<file path="src/rtl/matrix_pkg.sv">
// Shared defaults and FSM encoding for the matrix dibit transmitter.
package matrix_pkg;
  localparam int MAX_ELEMENT_SIZE   = 8;
  localparam int MAX_SIZE_A         = 32;
  localparam int MAX_SIZE_B         = 32;
  localparam int DIBITS_PER_ELEMENT = MAX_ELEMENT_SIZE / 2;

  typedef enum logic [1:0] {IDLE, SEND, CKSUM, DONE} tx_state_t;
endpackage

</file>
<file path="src/rtl/row_serializer.sv">
// Row shift register: emits a packed row MSB-first, one dibit per cycle,
// flagging the last beat and the first beat of each element.
module row_serializer #(
  parameter int ELEM_W   = 8,
  parameter int NUM_ELEM = 32
) (
  input  logic                       clk,
  input  logic                       rst,
  input  logic                       i_load,
  input  logic [ELEM_W*NUM_ELEM-1:0] i_data,
  output logic                       o_vld,
  output logic [1:0]                 o_dibit,
  output logic                       o_last,
  output logic [ELEM_W-1:0]          o_elem,
  output logic                       o_elem_first
);
  import matrix_pkg::*;

  localparam int W     = ELEM_W * NUM_ELEM;
  localparam int DPE   = ELEM_W / 2;
  localparam int BEATS = NUM_ELEM * DPE;
  localparam int BW    = (BEATS > 1) ? $clog2(BEATS) : 1;
  localparam int SW    = (DPE > 1) ? $clog2(DPE) : 1;

  logic [W-1:0]  r_sr;
  logic [BW-1:0] r_cnt;
  logic [SW-1:0] r_sub;
  logic          r_vld;

  // Shifting zeros in means the register is all-zero once drained, so the
  // dibit output is naturally 0 whenever nothing is valid.
  assign o_vld        = r_vld;
  assign o_dibit      = r_sr[W-1 -: 2];
  assign o_elem       = r_sr[W-1 -: ELEM_W];
  assign o_last       = r_vld && (r_cnt == BW'(BEATS - 1));
  assign o_elem_first = r_vld && (r_sub == '0);

  always_ff @(posedge clk) begin
    if (rst) begin
      r_sr  <= '0;
      r_cnt <= '0;
      r_sub <= '0;
      r_vld <= 1'b0;
    end else if (i_load) begin
      r_sr  <= i_data;
      r_cnt <= '0;
      r_sub <= '0;
      r_vld <= 1'b1;
    end else if (r_vld) begin
      r_sr  <= r_sr << 2;
      r_sub <= (r_sub == SW'(DPE - 1)) ? '0 : r_sub + 1'b1;
      if (o_last) begin
        r_vld <= 1'b0;
        r_cnt <= '0;
      end else begin
        r_cnt <= r_cnt + 1'b1;
      end
    end
  end
endmodule

</file>
<file path="src/rtl/matrix_transmitter.sv">
// Matrix transmitter: fetches rows on demand and streams them as dibits.
// Define MATRIX_TX_CHECKSUM_EN to append a modulo-2^element checksum.
module matrix_transmitter #(
  parameter int MAX_ELEMENT_SIZE = matrix_pkg::MAX_ELEMENT_SIZE,
  parameter int MAX_SIZE_A       = matrix_pkg::MAX_SIZE_A,
  parameter int MAX_SIZE_B       = matrix_pkg::MAX_SIZE_B
) (
  input  logic                                 eth_refclk,
  input  logic                                 rst,
  input  logic                                 start,
  output logic                                 row_req,
  output logic [$clog2(MAX_SIZE_A)-1:0]        row_addr,
  input  logic                                 row_valid,
  input  logic [MAX_SIZE_B*MAX_ELEMENT_SIZE-1:0] row_data,
  output logic                                 axiov,
  output logic [1:0]                           axiod,
  output logic                                 busy,
  output logic                                 done,
  output logic                                 underrun
);
  import matrix_pkg::*;

  localparam int RW = MAX_SIZE_B * MAX_ELEMENT_SIZE;
  localparam int AW = $clog2(MAX_SIZE_A);
  localparam int CW = $clog2(MAX_SIZE_A + 1);

  tx_state_t             r_state;
  logic                  r_out;
  logic [RW-1:0]         r_hold;
  logic                  r_hold_vld;
  logic [CW-1:0]         r_req_cnt;
  logic [CW-1:0]         r_ld_cnt;

  logic                        w_sr_vld, w_sr_last, w_elem_first;
  logic [1:0]                  w_sr_d;
  logic [MAX_ELEMENT_SIZE-1:0] w_elem;
  logic                        w_accept, w_sr_free, w_ld_new, w_ld_hold, w_ld;
  logic                        w_hold_nxt, w_out_nxt, w_issue, w_row_end;
  logic [RW-1:0]               w_ld_data;
  logic                        w_ck_vld;
  logic [1:0]                  w_ck_d;

  // A row arriving on the shifter's last beat goes straight in, so a
  // just-in-time response never produces a gap.
  assign w_accept   = row_valid && r_out;
  assign w_sr_free  = !w_sr_vld || w_sr_last;
  assign w_ld_new   = w_accept && w_sr_free && !r_hold_vld;
  assign w_ld_hold  = w_sr_last && r_hold_vld;
  assign w_ld       = w_ld_new || w_ld_hold;
  assign w_ld_data  = r_hold_vld ? r_hold : row_data;
  assign w_hold_nxt = r_hold_vld ? !w_sr_last : (w_accept && !w_sr_free);
  assign w_out_nxt  = r_out && !w_accept;
  assign w_issue    = (r_state == SEND) && !w_out_nxt && !w_hold_nxt &&
                      (r_req_cnt < CW'(MAX_SIZE_A));
  assign w_row_end  = w_sr_last && !w_ld;

  row_serializer #(
    .ELEM_W   (MAX_ELEMENT_SIZE),
    .NUM_ELEM (MAX_SIZE_B)
  ) u_ser (
    .clk          (eth_refclk),
    .rst          (rst),
    .i_load       (w_ld),
    .i_data       (w_ld_data),
    .o_vld        (w_sr_vld),
    .o_dibit      (w_sr_d),
    .o_last       (w_sr_last),
    .o_elem       (w_elem),
    .o_elem_first (w_elem_first)
  );

`ifdef MATRIX_TX_CHECKSUM_EN
  localparam int DPE = MAX_ELEMENT_SIZE / 2;
  localparam int KW  = (DPE > 1) ? $clog2(DPE) : 1;
  logic [MAX_ELEMENT_SIZE-1:0] r_acc, r_ck_sr, w_acc_nxt;
  logic [KW-1:0]               r_ck_cnt;
  logic                        r_ck_vld;
  // Each element is counted once, on its first dibit.
  assign w_acc_nxt = r_acc + (w_elem_first ? w_elem : '0);
  assign w_ck_vld  = r_ck_vld;
  assign w_ck_d    = r_ck_sr[MAX_ELEMENT_SIZE-1 -: 2];
`else
  logic w_unused_elem;
  assign w_unused_elem = ^{w_elem, w_elem_first};
  assign w_ck_vld      = 1'b0;
  assign w_ck_d        = 2'b00;
`endif

  assign axiov = w_sr_vld | w_ck_vld;
  assign axiod = w_sr_d | w_ck_d;

  always_ff @(posedge eth_refclk) begin
    if (rst) begin
      r_state    <= IDLE;
      r_out      <= 1'b0;
      r_hold     <= '0;
      r_hold_vld <= 1'b0;
      r_req_cnt  <= '0;
      r_ld_cnt   <= '0;
      row_req    <= 1'b0;
      row_addr   <= '0;
      busy       <= 1'b0;
      done       <= 1'b0;
      underrun   <= 1'b0;
`ifdef MATRIX_TX_CHECKSUM_EN
      r_acc      <= '0;
      r_ck_sr    <= '0;
      r_ck_cnt   <= '0;
      r_ck_vld   <= 1'b0;
`endif
    end else begin
      row_req <= 1'b0;
      done    <= 1'b0;
      if (w_accept) r_out <= 1'b0;
      if (w_ld_hold) begin
        r_hold_vld <= 1'b0;
      end else if (w_accept && !w_sr_free) begin
        r_hold     <= row_data;
        r_hold_vld <= 1'b1;
      end
      if (w_ld) r_ld_cnt <= r_ld_cnt + 1'b1;
      if (w_issue) begin
        row_req   <= 1'b1;
        row_addr  <= r_req_cnt[AW-1:0];
        r_req_cnt <= r_req_cnt + 1'b1;
        r_out     <= 1'b1;
      end
      case (r_state)
        IDLE: if (start) begin
          r_state   <= SEND;
          busy      <= 1'b1;
          underrun  <= 1'b0;
          row_req   <= 1'b1;
          row_addr  <= '0;
          r_req_cnt <= CW'(1);
          r_ld_cnt  <= '0;
          r_out     <= 1'b1;
`ifdef MATRIX_TX_CHECKSUM_EN
          r_acc     <= '0;
`endif
        end
        SEND: begin
`ifdef MATRIX_TX_CHECKSUM_EN
          if (w_elem_first) r_acc <= w_acc_nxt;
`endif
          if (w_row_end) begin
            if (r_ld_cnt == CW'(MAX_SIZE_A)) begin
`ifdef MATRIX_TX_CHECKSUM_EN
              r_state  <= CKSUM;
              r_ck_sr  <= w_acc_nxt;
              r_ck_cnt <= '0;
              r_ck_vld <= 1'b1;
`else
              r_state  <= DONE;
              busy     <= 1'b0;
              done     <= 1'b1;
`endif
            end else begin
              underrun <= 1'b1;
            end
          end
        end
`ifdef MATRIX_TX_CHECKSUM_EN
        CKSUM: begin
          r_ck_sr <= r_ck_sr << 2;
          if (r_ck_cnt == KW'(DPE - 1)) begin
            r_ck_vld <= 1'b0;
            r_state  <= DONE;
            busy     <= 1'b0;
            done     <= 1'b1;
          end else begin
            r_ck_cnt <= r_ck_cnt + 1'b1;
          end
        end
`endif
        default: r_state <= IDLE;
      endcase
    end
  end
endmodule

</file>
<file path="config.mk">
export PLATFORM = sky130hd
export DESIGN_NAME = matrix_transmitter
export DESIGN_NICKNAME = d
export VERILOG_FILES = /design/src/rtl/matrix_pkg.sv /design/src/rtl/row_serializer.sv /design/src/rtl/matrix_transmitter.sv
export SDC_FILE = /design/constraint.sdc
export NUM_CORES = 1
export LEC_CHECK = 0
export BUFFER_PORTS_ARGS = -buffer_cell sky130_fd_sc_hd__buf_4
export CORE_MARGIN = 10
export CORE_UTILIZATION = 50
export CTS_CLUSTER_DIAMETER = 60
export DETAILED_ROUTE_END_ITERATION = 8
export HOLD_SLACK_MARGIN = 0.12
export PLACE_DENSITY = 0.69
export RECOVER_POWER = 50
export SETUP_SLACK_MARGIN = 0.5
export SYNTH_ARGS = -nofsm -noshare
export SYNTH_HDL_FRONTEND = slang
export SYNTH_SLANG_ARGS = --single-unit
</file>
<file path="constraint.sdc">
create_clock -name eth_refclk -period 2.5 [get_ports eth_refclk]
set_input_delay 0.25 -clock eth_refclk [delete_from_list [all_inputs] [get_ports eth_refclk]]
set_output_delay 0.25 -clock eth_refclk [all_outputs]
set_load 0.005 [all_outputs]
</file>
==> results.txt, run 1 <==
----------------------------------------------------
[Cells and area]
  Filler Cell Count ... 4252
  Fraction of the core area covered by cells at the end of the flow ... 62.7%
  Area occupied by multi-input gates ... 13900 sq um
  Final instance area ... 33700 sq um
  Post-layout instance count excluding filler cells ... 3899
  Sequential cell area ... 10900 sq um
  Fraction of layout cells with a size suffix above 1 ... 22.6%
  Layout net count ... 3415
  P&R area growth vs syn ... 24.2%

[Clocking]
  Clock buffers created by TritonCTS ... 58
  Cell chosen for the clock root ... clkbuf_16
  Maximum number of buffers from clock root to sink ... 3
  Num Clock Sinks ... 545
  Clock transition at the registers of the reported paths ... 60 ps
  TritonCTS clock tree ... built
  Maximum level of the CTS H-tree ... 2
  Clock network latency to the later pin of the worst-skew pair ... 610 ps

[STA]
  Total setup violations reported at the end of the flow ... 0
  Worst setup slack after layout ... 317 ps
  Rel. slew slack ... 29.8%
  Ratio of final minimum period to clock period ... 87.3%
  Final critical-path required period ... 2180 ps
  RSZ-0062 raised after global routing ... yes
  Final setup skew ... 18.9 ps
  Total negative setup slack ... 0 ps
  Pin slew with the least headroom to its limit ... 1050 ps
  Fin. Hold Viols ... 0
  Maximum frequency from static timing analysis ... 458 MHz
  Fin. max-slew vios ... 0

[Power]
  Part of the total power dissipated in the clock network ... 40.3%
  Reg power frac ... 43.5%
  Maximum VDD drop ... 0.604 mV
  Lkg Pwr ... 11.6 nW
  Internal power ... 15.9 mW
  Power per cell area ... 637 nW/um^2
  Fraction of power consumed by combinational cells ... 16.1%
  Switching Share ... 26.2%
  Switching component of the power ... 5.63 mW

[GRT]
  Wire length of the first global-routing pass ... 121000 um
  Vias in the first global route ... 22.5k
  GRT overflow ... 0
  Tot GR Track Use ... 22.7%
  Maximum number of pins on one net before global-route repair ... 162
  Initial antenna violation count ... 9

[Synthesis]
  Mux cell area share after synthesis ... 9.51%
  Most common cell in the netlist ... dfxtp_1
  Top cells by area in the synthesized netlist ... dfxtp_1 (40%), a221oi_2 (12%), mux2i_1 (9.5%)
  Post-Synthesis Mean Instance Area ... 9.84 sq um
  Fraction of synthesis flops using an asynchronous set or reset pin ... 0%
  Share of the synthesized area in compound gates (AO/OA/AOI/OAI) ... 29.7%
  Area share of the leading cell type in the synthesized netlist ... 40.2%
  Cell variety after synth ... 50
  Adder and majority cell fraction of the synthesized area ... 0.184%
  Synthesized Nets ... 3023
  Xor/xnor cell area share of the yosys netlist ... 0.129%
  Post-synth EDFFs ... 0
  Synth Flop Type ... dfxtp_1
  Number of instances in the synthesized netlist ... 2759
  Largest area contributor in the synthesized netlist ... dfxtp_1
  Netlist area before placement ... 27200 sq um
  Largest family of logic cells by synthesized area ... compound AO/OA/AOI/OAI gates
  Commonest cells post-synth ... dfxtp_1 (545), nand2_1 (529), a21oi_1 (265)
  Sequential element share of the synthesized area ... 40.2%
  Share of synthesized cell area in and, or, nand and nor gates ... 14.4%
  Flops & latches, synth ... 545
  YS warnings ... 0

[Detailed routing]
  Vias per cell ... 5.90
  Number of detailed-routing iterations run before antenna repair ... 8
  Met3 routed WL ... 4200 um
  Post-Route M1 WL ... 35400 um
  Final WL ... 81400 um
  Average detailed-routed wire length per instance ... 20.9 um
  Remaining design rule violation count ... 0
  Routed Antenna Nets ... 0
  Met2 routed WL ... 39600 um
  Highest signal layer in the routed design ... met5
  Detailed-route via count ... 23.0k
  1st-iter DRT viols ... 1825

[Place]
  Dpl cells ... 3476
  Count of input and output buffers ... 271
  HPWL after detailed placement ... 42100 um
  Weighted congestion at the end of routability-driven global placement ... 0.807
  Worst setup timing slack at the placement stage ... 106 ps
  Post-place instance area ... 29200 sq um

[Die]
  Initial Utilization ... 50.5%
  Core area ... 53800 sq um
  Die extent in x ... 253 um
  I/O Pins ... 272
  Die outline height ... 253 um
  Full die area ... 64000 sq um
  Rows ... 85

[Critical path]
  Arrival time of data at the critical path endpoint ... 2680 ps
  Worst Setup End Kind ... register
  Path type of the worst setup path ... register to register
  CP max stage cell ... dfxtp_1
  CP Max Fanout ... 25
  Sequence of cells on the critical path ... ha_4, and3_4, a21oi_1, nor2_4, buf_4, buf_12, clkbuf_4, a211oi_1
  Data required time at the worst endpoint ... 3000 ps
  Delay of the slowest cell on the worst path ... 350 ps
  Category of the worst setup path launch point ... register

[Worst hold path]
  Worst min path class ... input port to register

[Job]
  Max_cap viols ... 0

[Status]
  Result of the run ... completed

----------------------------------------------------
cells by family after synthesis:
family / after synthesis
AOI/OAI and AO/OA: 812
xor gates and xnor gates: 4
adders and majority gates: 4
buffers and inverters: 299
DFF: 545
muxes: 258
and+or+nand+nor: 837
cell type report:
type / count / share of cell area (%)
multi-input combinational: 1917 / 41.1
sequential: 545 / 32.4
timing repair buffer: 624 / 18.1
clock buffer: 85 / 5.02
tap: 696 / 2.58
clock inverter: 18 / 0.619
inverter: 5 / 0.0668
antenna: 9 / 0.0668
per-stage QoR:
| stage | total power, mW | hold WS [ps] |
|---|---|---|
| floorplan | 11.8 | 386 |
| CTS | 21.8 | 401 |
| global route | 22.3 | 443 |
| detailed placement | 12.6 | 446 |
| finish | 21.5 | 444 |
| global placement | 12.5 | 440 |
final timing paths:
| check | start | endpoint | slack (ps) | cells past startpoint |
|---|---|---|---|---|
| worst max-delay path | u_ser.r_cnt[1] | u_ser.r_sr[205] | 320 | 8 |
| worst min-delay path | row_data[76] | r_hold[76] | 440 | 4 |
| worst max register to register | u_ser.r_cnt[1] | u_ser.r_sr[205] | 320 | 8 |
| worst min register to register | r_hold[20] | r_hold[20] | 450 | 2 |
sequential cells by signal (all words and copies together) (netlist names):
name         count
row_addr         5
u_ser.o_vld      1
done             1
r_hold_vld       1
busy             1
r_ld_cnt         6
underrun         1
row_req          1
u_ser.r_sr     256
r_out            1
r_hold         256
u_ser.r_cnt      7
r_state          2
r_req_cnt        6
power by group through the flow:
stage	sequential (mW)	clock [mW]	combinational, mW
after detailed placement	9.55	0	3.09
after floorplan	9.47	0	2.31
final	9.36	8.67	3.46
after global placement	9.54	0	3.00
after CTS	9.37	8.85	3.57
after global routing	9.39	9.16	3.72
worst max-delay path, delay by kind of cell, from the launching register on:
| kind | cells | cell delay (ps) |
|---|---|---|
| buffers and inverters | 3 | 620 |
| AOI/OAI and AO/OA | 2 | 620 |
| and+or+nand+nor | 2 | 290 |
| DFF | 1 | 350 |
| adders and majority gates | 1 | 190 |
cell usage in the layout (no fill, tap or decap), drive strengths merged, types with 6 or more instances in the layout:
cell           n
nor2b        255
clkbuf       120
and3           7
a221oi       254
dfxtp        545
mux2i        258
nand3         11
diode          9
buf          327
inv            6
o21ai          8
nand2        529
clkinv        10
a211oi       256
o31ai          8
a21oi        266
nor2           8
dlygate4sd3  259
layer usage:
layer	track usage (%)	vias up
li1	-	10900
met1	29.8	11300
met2	37.8	651
met3	3.40	160
met4	7.30	4
met5	0	-
timing repair:
action                                 CTS  global route
hold buffers                           259             0
setup buffers                           12            15
gates cloned                             8            17
gates resized for setup                 18            26
endpoints found under the hold margin  518             0
setup endpoints to repair              484           447
pin swaps                                3            14
No activity file was read; power rests on OpenSTA's default activity.
==> run 2, diff against run 1 <==
- PLACE_DENSITY: 0.69 -> not set
- PLACE_DENSITY_LB_ADDON: not set -> 0.08
- SETUP_SLACK_MARGIN: 0.5 -> 0.2
==> results.txt, run 2 (same netlist as run 1, synthesis figures left out) <==
----------------------------------------------------
[STA]
  Fin. max-slew vios ... 0 (unchanged)
  Pin slew with the least headroom to its limit ... 1030 ps (-20.0 ps)
  RSZ-0062 raised after global routing ... no
  Final critical-path required period ... 2270 ps (+83.6 ps)
  Ratio of final minimum period to clock period ... 90.7% (+3.3 points)
  Maximum frequency from static timing analysis ... 441 MHz (-3.7%)
  Total negative setup slack ... 0 ps (unchanged)
  Final setup skew ... 12.3 ps (-6.60 ps)
  Rel. slew slack ... 31.2% (+1.3 points)
  Fin. Hold Viols ... 0 (unchanged)
  Total setup violations reported at the end of the flow ... 0 (unchanged)
  Hold WS ... 436 ps (-8.10 ps)

[Clocking]
  TritonCTS clock tree ... built
  Maximum number of buffers from clock root to sink ... 3 (unchanged)
  Clock transition at the registers of the reported paths ... 60 ps (about the same)
  Clock network latency to the later pin of the worst-skew pair ... 620 ps (about the same)
  Cell chosen for the clock root ... clkbuf_16
  Clock buffers created by TritonCTS ... 60 (+3.4%)
  Maximum level of the CTS H-tree ... 2 (unchanged)
  Num Clock Sinks ... 545 (unchanged)

[Cells and area]
  Area occupied by multi-input gates ... 14400 sq um (+3.6%)
  Filler Cell Count ... 4274 (+0.52%)
  Layout net count ... 3394 (-0.61%)
  Most frequent standard cell in the layout excluding fill and tap cells ... dfxtp_1
  Fraction of the core area covered by cells at the end of the flow ... 62.8% (+0.095 points)
  Top flop regs ... r_hold (256), u_ser.r_sr (256), u_ser.r_cnt (7)
  Sequential cell area ... 10900 sq um (about the same)
  Fraction of layout cells with a size suffix above 1 ... 25.2% (+2.6 points)
  P&R area growth vs syn ... 24.4%
  Most frequent cells in the layout ... dfxtp_1 (543), nand2_1 (529), buf_4 (286), a21oi_1 (265), dlygate4sd3_1 (260)

[Power]
  Lkg Pwr ... 11.6 nW (+0.12%)
  Maximum VDD drop ... 0.520 mV (-14%)
  Reg power frac ... 43.4% (about the same)
  Fraction of power consumed by combinational cells ... 15.9% (-0.2 points)
  Internal power ... 16.0 mW (+0.71%)
  Part of the total power dissipated in the clock network ... 40.7% (+0.4 points)
  Power per cell area ... 638 nW/um^2 (+0.15%)
  Switching Share ... 25.9% (-0.30 points)
  Switching component of the power ... 5.58 mW (-0.86%)

[GRT]
  Initial antenna violation count ... 6 (-3)
  GRT overflow ... 0 (unchanged)
  Tot GR Track Use ... 21.9% (-0.85 points)
  Vias in the first global route ... 21.7k (-3.5%)
  Maximum number of pins on one net before global-route repair ... 203 (+25%)
  Wire length of the first global-routing pass ... 117000 um (-3.5%)

[Worst hold path]
  Worst min path class ... input port to register

[Detailed routing]
  Final WL ... 72500 um (-11%)
  Routed Antenna Nets ... 0 (unchanged)
  Vias per cell ... 5.66 (-4.1%)
  Remaining design rule violation count ... 0 (unchanged)
  1st-iter DRT viols ... 1315 (-28%)
  Number of detailed-routing iterations run before antenna repair ... 5 (-3)
  Average detailed-routed wire length per instance ... 18.7 um (-10%)
  Detailed-route via count ... 21.9k (-4.7%)

[Critical path]
  CP max stage cell ... and3_1
  Sequence of cells on the critical path ... ha_1, and3_1, a21oi_4, nor2_4, buf_12, buf_6, a211oi_2
  Data required time at the worst endpoint ... 2970 ps (-30 ps)
  Worst Setup End Kind ... register
  Path type of the worst setup path ... register to register
  Delay of the slowest cell on the worst path ... 400 ps (+50 ps)
  Category of the worst setup path launch point ... register
  Arrival time of data at the critical path endpoint ... 2730 ps (+50 ps)
  CP Max Fanout ... 39 (+56%)

[Die]
  Rows ... 85 (unchanged)
  Full die area ... 64000 sq um (unchanged)
  I/O Pins ... 272 (unchanged)
  Core area ... 53800 sq um (unchanged)
  Die outline height ... 253 um (unchanged)
  Die extent in x ... 253 um (unchanged)
  Initial Utilization ... 50.5% (unchanged)

[Place]
  Weighted congestion at the end of routability-driven global placement ... 0.771 (-4.6%)
  HPWL after detailed placement ... 43400 um (+3.1%)
  Count of input and output buffers ... 271 (unchanged)

[Job]
  Max_cap viols ... 0 (unchanged)

[Status]
  Result of the run ... completed

----------------------------------------------------
-- run 2: stage by stage --
stage	total power [mW]	cells	setup slack, ps	cell area (sq um)
2_1_floorplan	11.8	2759	681	27200
3_5_place_dp	12.7	3502	353	29500
3_3_place_gp	12.6	3502	407	29500
5_1_grt	22.4	3872	103	33800
4_1_cts	21.9	3865	242	34100
6_report	21.6	3874	233	33800
-- run 2: final cells by class --
type                    instances  area share, %
diodes                          7         0.0519
repair buffers                603           16.7
clock buffers                  88           5.41
flip-flops and latches        545           32.3
inverters                       5         0.0556
multi-input cells            1915           42.5
well taps                     696           2.58
clock inverters                15          0.393
-- run 2: what timing repair did --
action / CTS / global route
resized for setup: 0 / 2
endpoints found under the hold margin: 524 / 0
setup buffers: 0 / 2
hold buffers: 260 / 0
setup endpoints to repair: 0 / 9
-- run 2: path summary, 6_finish.rpt --
check | start | end | slack [ps] | cells past startpoint
worst max-delay path | u_ser.r_cnt[0] | u_ser.r_sr[161] | 230 | 7
worst min-delay path | row_data[97] | r_hold[97] | 440 | 4
worst max register to register | u_ser.r_cnt[0] | u_ser.r_sr[161] | 230 | 7
worst min register to register | r_hold[11] | r_hold[11] | 450 | 2
-- run 2: power groups by stage --
stage	Clock, mW	Sequential [mW]	Combinational, mW
after global routing	9.32	9.40	3.71
after detailed placement	0	9.55	3.17
after global placement	0	9.54	3.11
after floorplan	0	9.47	2.31
final	8.77	9.36	3.42
after CTS	9.00	9.37	3.51
-- run 2: critical path: cells and delay by family, from the launching register on --
kind	cells	cell delay (ps)
buf+inv	2	660
simple gates	2	560
flops	1	390
compound gates	2	260
fa+ha+maj	1	230
-- run 2: per-layer routing --
metal	part of all wire, %	up-vias	track usage, %	wire, um
met5	0.017	-	0	12
li1	-	10800	-	-
met3	3.8	124	3.17	2780
met1	46	10600	29.2	33000
met4	2.8	2	7.54	2040
met2	48	405	35.6	34600
